===== config.mk =====
export PLATFORM = sky130hd
export DESIGN_NAME = sc_inst_encoder
export DESIGN_NICKNAME = d
export VERILOG_FILES = /design/src/rtl/sc_inst_encoder_pkg.sv /design/src/rtl/sc_inst_encoder_fifo.sv /design/src/rtl/sc_inst_encoder.sv
export SDC_FILE = /design/constraint.sdc
export NUM_CORES = 1
export LEC_CHECK = 0
export ABC_AREA = 1
export BUFFER_PORTS_ARGS = -buffer_cell sky130_fd_sc_hd__buf_4
export CORE_AREA = 2 2 180 182
export DETAILED_ROUTE_END_ITERATION = 12
export DIE_AREA = 0 0 182 184
export PLACE_DENSITY = 0.75
export SETUP_SLACK_MARGIN = 0.02
export SYNTH_ARGS = -nofsm -noshare
export SYNTH_HDL_FRONTEND = slang
export SYNTH_HIERARCHICAL = 1
export SYNTH_SLANG_ARGS = --single-unit

===== constraint.sdc =====
create_clock -name clock -period 6.7 [get_ports clock]
set_input_delay 1.005 -clock clock [delete_from_list [all_inputs] [get_ports clock]]
set_output_delay 1.005 -clock clock [all_outputs]
set_load 0.03 [all_outputs]

===== src/rtl/sc_inst_encoder_pkg.sv =====
// Shared ISA constants for the single-cycle MIPS subset: opcodes, function codes,
// mnemonic numbering and error codes, plus field-packing helpers.
package sc_inst_encoder_pkg;

   typedef enum logic [4:0] {
      MN_ADD  = 5'd0,
      MN_SUB  = 5'd1,
      MN_AND  = 5'd2,
      MN_OR   = 5'd3,
      MN_EVEN = 5'd4,
      MN_XOR  = 5'd5,
      MN_SLL  = 5'd6,
      MN_SRL  = 5'd7,
      MN_SRA  = 5'd8,
      MN_JR   = 5'd9,
      MN_ADDI = 5'd10,
      MN_ANDI = 5'd11,
      MN_ORI  = 5'd12,
      MN_XORI = 5'd13,
      MN_LW   = 5'd14,
      MN_SW   = 5'd15,
      MN_LUI  = 5'd16,
      MN_BEQ  = 5'd17,
      MN_BNE  = 5'd18,
      MN_J    = 5'd19,
      MN_JAL  = 5'd20
   } mnem_e;

   typedef enum logic [1:0] {
      ERR_NONE   = 2'd0,
      ERR_MNEM   = 2'd1,
      ERR_BRANCH = 2'd2,
      ERR_JUMP   = 2'd3
   } err_e;

   localparam logic [5:0] OP_RTYPE = 6'b000000;
   localparam logic [5:0] OP_J     = 6'b000010;
   localparam logic [5:0] OP_JAL   = 6'b000011;
   localparam logic [5:0] OP_BEQ   = 6'b000100;
   localparam logic [5:0] OP_BNE   = 6'b000101;
   localparam logic [5:0] OP_ADDI  = 6'b001000;
   localparam logic [5:0] OP_ANDI  = 6'b001100;
   localparam logic [5:0] OP_ORI   = 6'b001101;
   localparam logic [5:0] OP_XORI  = 6'b001110;
   localparam logic [5:0] OP_LUI   = 6'b001111;
   localparam logic [5:0] OP_LW    = 6'b100011;
   localparam logic [5:0] OP_SW    = 6'b101011;

   localparam logic [5:0] FN_SLL   = 6'b000000;
   localparam logic [5:0] FN_SRL   = 6'b000010;
   localparam logic [5:0] FN_SRA   = 6'b000011;
   localparam logic [5:0] FN_JR    = 6'b001000;
   localparam logic [5:0] FN_ADD   = 6'b100000;
   localparam logic [5:0] FN_EVEN  = 6'b100001;
   localparam logic [5:0] FN_SUB   = 6'b100010;
   localparam logic [5:0] FN_AND   = 6'b100100;
   localparam logic [5:0] FN_OR    = 6'b100101;
   localparam logic [5:0] FN_XOR   = 6'b100110;

   // Branch displacement must fit a signed 18-bit byte offset (16-bit word offset).
   localparam logic signed [31:0] BR_MIN = -32'sd131072;
   localparam logic signed [31:0] BR_MAX = 32'sd131071;

   typedef struct packed {
      logic        ok;
      err_e        code;
      logic [31:0] word;
   } enc_t;

   typedef struct packed {
      logic [31:0] addr;
      logic [31:0] word;
   } entry_t;

   function automatic logic [31:0] r_word(input logic [4:0] rs, input logic [4:0] rt,
                                          input logic [4:0] rd, input logic [4:0] shamt,
                                          input logic [5:0] fn);
      return {OP_RTYPE, rs, rt, rd, shamt, fn};
   endfunction

   function automatic logic [31:0] i_word(input logic [5:0] op, input logic [4:0] rs,
                                          input logic [4:0] rt, input logic [15:0] imm);
      return {op, rs, rt, imm};
   endfunction

endpackage


===== src/rtl/sc_inst_encoder_fifo.sv =====
// Output FIFO for encoded words: DEPTH entries, synchronous flush, async reset on pointers.
// Head data reads as zero whenever the FIFO is empty.
module sc_inst_encoder_fifo #(
   parameter int DEPTH = 4,
   parameter int WIDTH = 64
) (
   input  logic             clock,
   input  logic             reset,
   input  logic             flush,
   input  logic             push,
   input  logic [WIDTH-1:0] push_data,
   input  logic             pop,
   output logic             full,
   output logic             empty,
   output logic [WIDTH-1:0] head_data
);

   localparam int AW = $clog2(DEPTH);

   logic [WIDTH-1:0] mem [DEPTH];
   logic [AW:0]      wr_ptr;
   logic [AW:0]      rd_ptr;
   logic             do_push;
   logic             do_pop;

   assign empty   = (wr_ptr == rd_ptr);
   assign full    = (wr_ptr[AW] != rd_ptr[AW]) && (wr_ptr[AW-1:0] == rd_ptr[AW-1:0]);
   assign do_push = push & ~full & ~flush;
   assign do_pop  = pop & ~empty & ~flush;

   always_ff @(posedge clock or posedge reset) begin
      if (reset) begin
         wr_ptr <= '0;
         rd_ptr <= '0;
      end else if (flush) begin
         wr_ptr <= '0;
         rd_ptr <= '0;
      end else begin
         if (do_push) wr_ptr <= wr_ptr + 1'b1;
         if (do_pop)  rd_ptr <= rd_ptr + 1'b1;
      end
   end

   // Storage is data only; validity is carried entirely by the pointers.
   always_ff @(posedge clock) begin
      if (do_push) mem[wr_ptr[AW-1:0]] <= push_data;
   end

   assign head_data = empty ? '0 : mem[rd_ptr[AW-1:0]];

endmodule


===== src/rtl/sc_inst_encoder.sv =====
// Symbolic-to-binary encoder for the single-cycle MIPS subset; tracks the byte address of
// each emitted word, resolves branch/jump targets and queues {addr,word} in an output FIFO.
module sc_inst_encoder
   import sc_inst_encoder_pkg::*;
#(
   parameter logic [31:0] BASE_ADDR = 32'h0,
   parameter int          DEPTH     = 4
) (
   input  logic        clock,
   input  logic        reset,
   input  logic        restart,
   input  logic        in_valid,
   output logic        in_ready,
   input  logic [4:0]  in_mnem,
   input  logic [4:0]  in_rs,
   input  logic [4:0]  in_rt,
   input  logic [4:0]  in_rd,
   input  logic [4:0]  in_shamt,
   input  logic [15:0] in_imm,
   input  logic [31:0] in_target,
   output logic        out_valid,
   input  logic        out_ready,
   output logic [31:0] out_addr,
   output logic [31:0] out_word,
   output logic        err,
   output logic [1:0]  err_code
);

   logic [31:0] addr_cnt;
   err_e        err_code_q;
   logic        err_q;
   enc_t        enc_p0;
   logic        accept;
   logic        push;
   logic        pop;
   logic        fifo_full;
   logic        fifo_empty;
   entry_t      head;

   function automatic enc_t encode(input logic [4:0]  mnem,
                                   input logic [4:0]  rs,
                                   input logic [4:0]  rt,
                                   input logic [4:0]  rd,
                                   input logic [4:0]  shamt,
                                   input logic [15:0] imm,
                                   input logic [31:0] target,
                                   input logic [31:0] pc);
      enc_t               r;
      logic [31:0]        pc4;
      logic signed [31:0] diff;
      logic               br_ok;
      logic               j_ok;
      r.ok   = 1'b1;
      r.code = ERR_NONE;
      r.word = '0;
      pc4    = pc + 32'd4;
      diff   = $signed(target - pc4);
      br_ok  = (target[1:0] == 2'b00) && (diff >= BR_MIN) && (diff <= BR_MAX);
      j_ok   = (target[1:0] == 2'b00) && (target[31:28] == pc4[31:28]);
      case (mnem_e'(mnem))
         MN_ADD:  r.word = r_word(rs, rt, rd, 5'd0, FN_ADD);
         MN_SUB:  r.word = r_word(rs, rt, rd, 5'd0, FN_SUB);
         MN_AND:  r.word = r_word(rs, rt, rd, 5'd0, FN_AND);
         MN_OR:   r.word = r_word(rs, rt, rd, 5'd0, FN_OR);
         MN_EVEN: r.word = r_word(rs, rt, rd, 5'd0, FN_EVEN);
         MN_XOR:  r.word = r_word(rs, rt, rd, 5'd0, FN_XOR);
         MN_SLL:  r.word = r_word(5'd0, rt, rd, shamt, FN_SLL);
         MN_SRL:  r.word = r_word(5'd0, rt, rd, shamt, FN_SRL);
         MN_SRA:  r.word = r_word(5'd0, rt, rd, shamt, FN_SRA);
         MN_JR:   r.word = r_word(rs, 5'd0, 5'd0, 5'd0, FN_JR);
         MN_ADDI: r.word = i_word(OP_ADDI, rs, rt, imm);
         MN_ANDI: r.word = i_word(OP_ANDI, rs, rt, imm);
         MN_ORI:  r.word = i_word(OP_ORI, rs, rt, imm);
         MN_XORI: r.word = i_word(OP_XORI, rs, rt, imm);
         MN_LW:   r.word = i_word(OP_LW, rs, rt, imm);
         MN_SW:   r.word = i_word(OP_SW, rs, rt, imm);
         MN_LUI:  r.word = i_word(OP_LUI, 5'd0, rt, imm);
         MN_BEQ, MN_BNE: begin
            if (br_ok) begin
               r.word = i_word((mnem_e'(mnem) == MN_BEQ) ? OP_BEQ : OP_BNE, rs, rt, diff[17:2]);
            end else begin
               r.ok   = 1'b0;
               r.code = ERR_BRANCH;
            end
         end
         MN_J, MN_JAL: begin
            if (j_ok) begin
               r.word = {((mnem_e'(mnem) == MN_J) ? OP_J : OP_JAL), target[27:2]};
            end else begin
               r.ok   = 1'b0;
               r.code = ERR_JUMP;
            end
         end
         default: begin
            r.ok   = 1'b0;
            r.code = ERR_MNEM;
         end
      endcase
      return r;
   endfunction

   // Stage p0: handshake and combinational encode against the current address.
   assign in_ready = ~fifo_full & ~restart;
   assign accept   = in_valid & in_ready;
   assign enc_p0   = encode(in_mnem, in_rs, in_rt, in_rd, in_shamt, in_imm, in_target, addr_cnt);
   assign push     = accept & enc_p0.ok;
   assign pop      = ~fifo_empty & out_ready & ~restart;

   always_ff @(posedge clock or posedge reset) begin
      if (reset) begin
         addr_cnt   <= BASE_ADDR;
         err_q      <= 1'b0;
         err_code_q <= ERR_NONE;
      end else if (restart) begin
         addr_cnt   <= BASE_ADDR;
         err_q      <= 1'b0;
         err_code_q <= ERR_NONE;
      end else if (accept) begin
         if (enc_p0.ok) begin
            addr_cnt <= addr_cnt + 32'd4;
         end else begin
            err_q <= 1'b1;
            if (!err_q) err_code_q <= enc_p0.code;
         end
      end
   end

   // Stage p1: queued {addr, word} entries.
   sc_inst_encoder_fifo #(
      .DEPTH (DEPTH),
      .WIDTH ($bits(entry_t))
   ) u_fifo (
      .clock     (clock),
      .reset     (reset),
      .flush     (restart),
      .push      (push),
      .push_data ({addr_cnt, enc_p0.word}),
      .pop       (pop),
      .full      (fifo_full),
      .empty     (fifo_empty),
      .head_data (head)
   );

   assign out_valid = ~fifo_empty;
   assign out_addr  = head.addr;
   assign out_word  = head.word;
   assign err       = err_q;
   assign err_code  = err_code_q;

endmodule


==> qor.csv <==
stage,metric,value,unit
placement,Port Buf Inserts,146,
sta,Period minus WS final,6030,ps
logic_synthesis,sequential fraction of the synthesis area,54.6,%
floorplanning,die area,0.0335,mm^2
sta,fmax,0.166,GHz
logic_synthesis,Yosys reg bits,295,
clocking,H-tree depth,1,
logic_synthesis,most common library cells after synthesis,"nand2_1 (477), edfxtp_1 (256), nor2_1 (222)",
power,NetSw,0.955,mW
logic_synthesis,Mean Syn Cell Area,8.77,um^2
clocking,hold buffers post-CTS,0,
power,combinational share of power,10.3,%
finish,area grow syn2layout,17.0,%
sta,unrepaired setup endpoints after global routing,no,
worst_setup_path,WP data arrival,6250,ps
logic_synthesis,count of different cell masters after synthesis,56,
power,Net Sw Frac,23.2,%
routing,total iterations of the first detailed-routing run,6,
clocking,clock-pin slew of the registers on the worst-case setup and hold paths,60,ps
logic_synthesis,synthesized cell area,0.0159,mm^2
flow_run,Max Cap Viol,0,
clocking,total clock buffers created by CTS,29,
global_route,grt met2 use,44.7,%
logic_synthesis,asr flop ratio synth,13.2,%
global_route,grt ovf,0,
sta,Fin Setup TNS,0,ps
outcome,status,finished clean,
placement,pre-CTS setup slack,622,ps
sta,setup violators final,0,
logic_synthesis,Post-synth EDFFs,256,
worst_setup_path,worst path required time,6930,ps
worst_hold_path,Hold Crit Class,input pin to asynchronous set/reset pin,
clocking,CTS tree,done,
clocking,# clock sinks,295,
global_route,met1 usage,37.5,%
clocking,postcts setup bufs,0,
global_route,Tot GR Track Use,26.8,%
routing,vias per cell,5.49,
logic_synthesis,dominant cells by area after synthesis,"edfxtp_1 (48%), nand2_1 (11%), dfrtp_1 (6.1%), nor2_1 (5.3%), inv_1 (5.1%)",
sta,Slew HR,34.7,%
logic_synthesis,Yosys top cell area share,48.4,%
logic_synthesis,leading area contributor after synthesis,edfxtp_1,
clocking,CTS root buf,clkbuf_16,
worst_setup_path,largest fanout on the critical path,27,
routing,DR vias,13100,
floorplanning,Die H,184,um
logic_synthesis,Most used DFF post-synth,edfxtp_1,
power,Tot Pwr,4.11,mW
sta,max-slew violation count,0,
worst_setup_path,crit path max-delay cell type,dfrtp_1,
placement,HPWL after detailed placement,32500,um
routing,Final ANT Viol Nets,0,
finish,Final Net Count,2077,
floorplanning,core area,0.0314,mm^2
placement,GP Congestion,0.983,
floorplanning,standard-cell rows,65,
global_route,largest net degree at the start of global routing,70,
logic_synthesis,Yosys warnings,6,
sta,clk_skew,10.4,ps
worst_setup_path,startpoint types,register,
power,Int Power,3.16,mW
global_route,met3 Track Usage GR,2.54,%
routing,total wire length,44600,um
sta,"Hold Vio Cnt, Final",0,
worst_setup_path,Top Family by Delay on Critical Path,simple AND/OR/NAND/NOR gates,
sta,Slew @ Worst Pin,980,ps
power,Pleak,8.30,nW
global_route,vias in the first global route,12800,
global_route,GRT Max-Usage Layer,met2,
routing,DRC viols,0,
sta,worst setup margin,674,ps
clocking,PostCTS Resize Cnt,0,
power,pwr dens,221,mW/mm^2
floorplanning,Starting Density,50.6,%
floorplanning,I/O pin count,147,
sta,WHS,398,ps
power,share of power burned in registers,49.0,%
power,Clock power frac,40.7,%
global_route,initial antenna violation count,1,
global_route,global-route wire length before repair,69800,um
floorplanning,die span in x,182,um
routing,drt wl/cell,18.7,um
worst_setup_path,critical path class,register to register,
worst_setup_path,Worst Setup End Kind,register,
sta,period utilisation layout,89.9,%
clocking,worst skew pair latency,540,ps
logic_synthesis,top-count cell post-synth,nand2_1,
finish,layout cells sized above 1,15.1,%
logic_synthesis,Gate Count Post-Synth,1809,
worst_setup_path,CP bufs+invs,4,
worst_setup_path,CP peak stage delay,490,ps
clocking,Clock Path Buffers,3,
routing,1st-iter DRT viols,1066,
power,Worst VDD drop,0.000177,V
kinds of logic (layout without fill, tap and decap cells):
family / after synthesis / count (layout) / synth area share [%]
compound gates: 264 / 264 / 9.48
buf+inv: 306 / 469 / 7.88
fa+ha+maj: 36 / 36 / 2.84
other cells: 1 / 14 / 0.0236
xor+xnor: 37 / 37 / 2.04
flops: 295 / 295 / 54.6
simple gates: 870 / 870 / 23.2
final timing paths:
kind | from | endpoint | slack (ps) | cells past startpoint
setup / recovery | addr_cnt[2] | u_fifo/mem[1][7] | 670 | 30
hold / removal | reset | u_fifo/rd_ptr[0] | 400 | 2
setup reg to reg | addr_cnt[2] | u_fifo/mem[1][7] | 670 | 30
hold reg to reg | u_fifo/wr_ptr[2] | u_fifo/wr_ptr[2] | 590 | 2
max in group asynchronous | reset | addr_cnt[20] | 5800 | 3
min in group clock | u_fifo/wr_ptr[2] | u_fifo/wr_ptr[2] | 590 | 2
power by group through the flow:
| stage | sequential (mW) | combinational [mW] | clock [mW] |
|---|---|---|---|
| 2_1_floorplan | 2.05 | 0.258 | 0 |
| 3_3_place_gp | 2.05 | 0.414 | 0 |
| 3_5_place_dp | 2.05 | 0.416 | 0 |
| 4_1_cts | 2.02 | 0.418 | 1.69 |
| 5_1_grt | 2.02 | 0.461 | 1.77 |
| 6_report | 2.02 | 0.423 | 1.67 |
stage by stage:
step / std cells / util [%] / cell area (um^2)
2_1_floorplan: 1821 / - / 15900
3_3_place_gp: 2329 / 55.8 / 17500
3_5_place_dp: 2329 / 55.8 / 17500
4_1_cts: 2381 / 59.0 / 18500
5_1_grt: 2387 / 59.2 / 18600
6_report: 2387 / 59.2 / 18600
cell usage in the layout, fill, tap and decap left out, types with 29 or more instances in the layout:
master     netlist  final
buf_4            6    161
clkbuf_16        0     29
dfrtp_1         39     37
edfxtp_1       256    256
ha_1            36     36
inv_1          217    216
nand2_1        477    477
nand3_1         60     60
nand4_1         32     32
nor2_1         222    218
o21ai_0         99     99
o21ai_1         46     46
o22ai_1         65     65
sequential cells by signal, summed over array words and instances, names as in the netlist:
signal and count:
u_fifo/mem 256, addr_cnt 30, u_fifo/rd_ptr 3, u_fifo/wr_ptr 3, err_code 2, err 1
routing by layer:
metal  up-vias  share of wire, %
li1       6299                 -
met1      6253                44
met2       480                47
met3        76               6.3
met4         0               2.7
met5         -                 0
final cells by class:
class                           instances  area (um^2)
Multi-Input combinational cell       1220         6030
Antenna cell                            1         2.50
Inverter                              243          915
Clock inverter                         16          214
Timing Repair Buffer                  174         1470
Fill cell                            2661        12800
Tap cell                              402          503
Clock buffer                           36          772
Sequential cell                       295         8670
No activity file was read; power rests on OpenSTA's default activity.
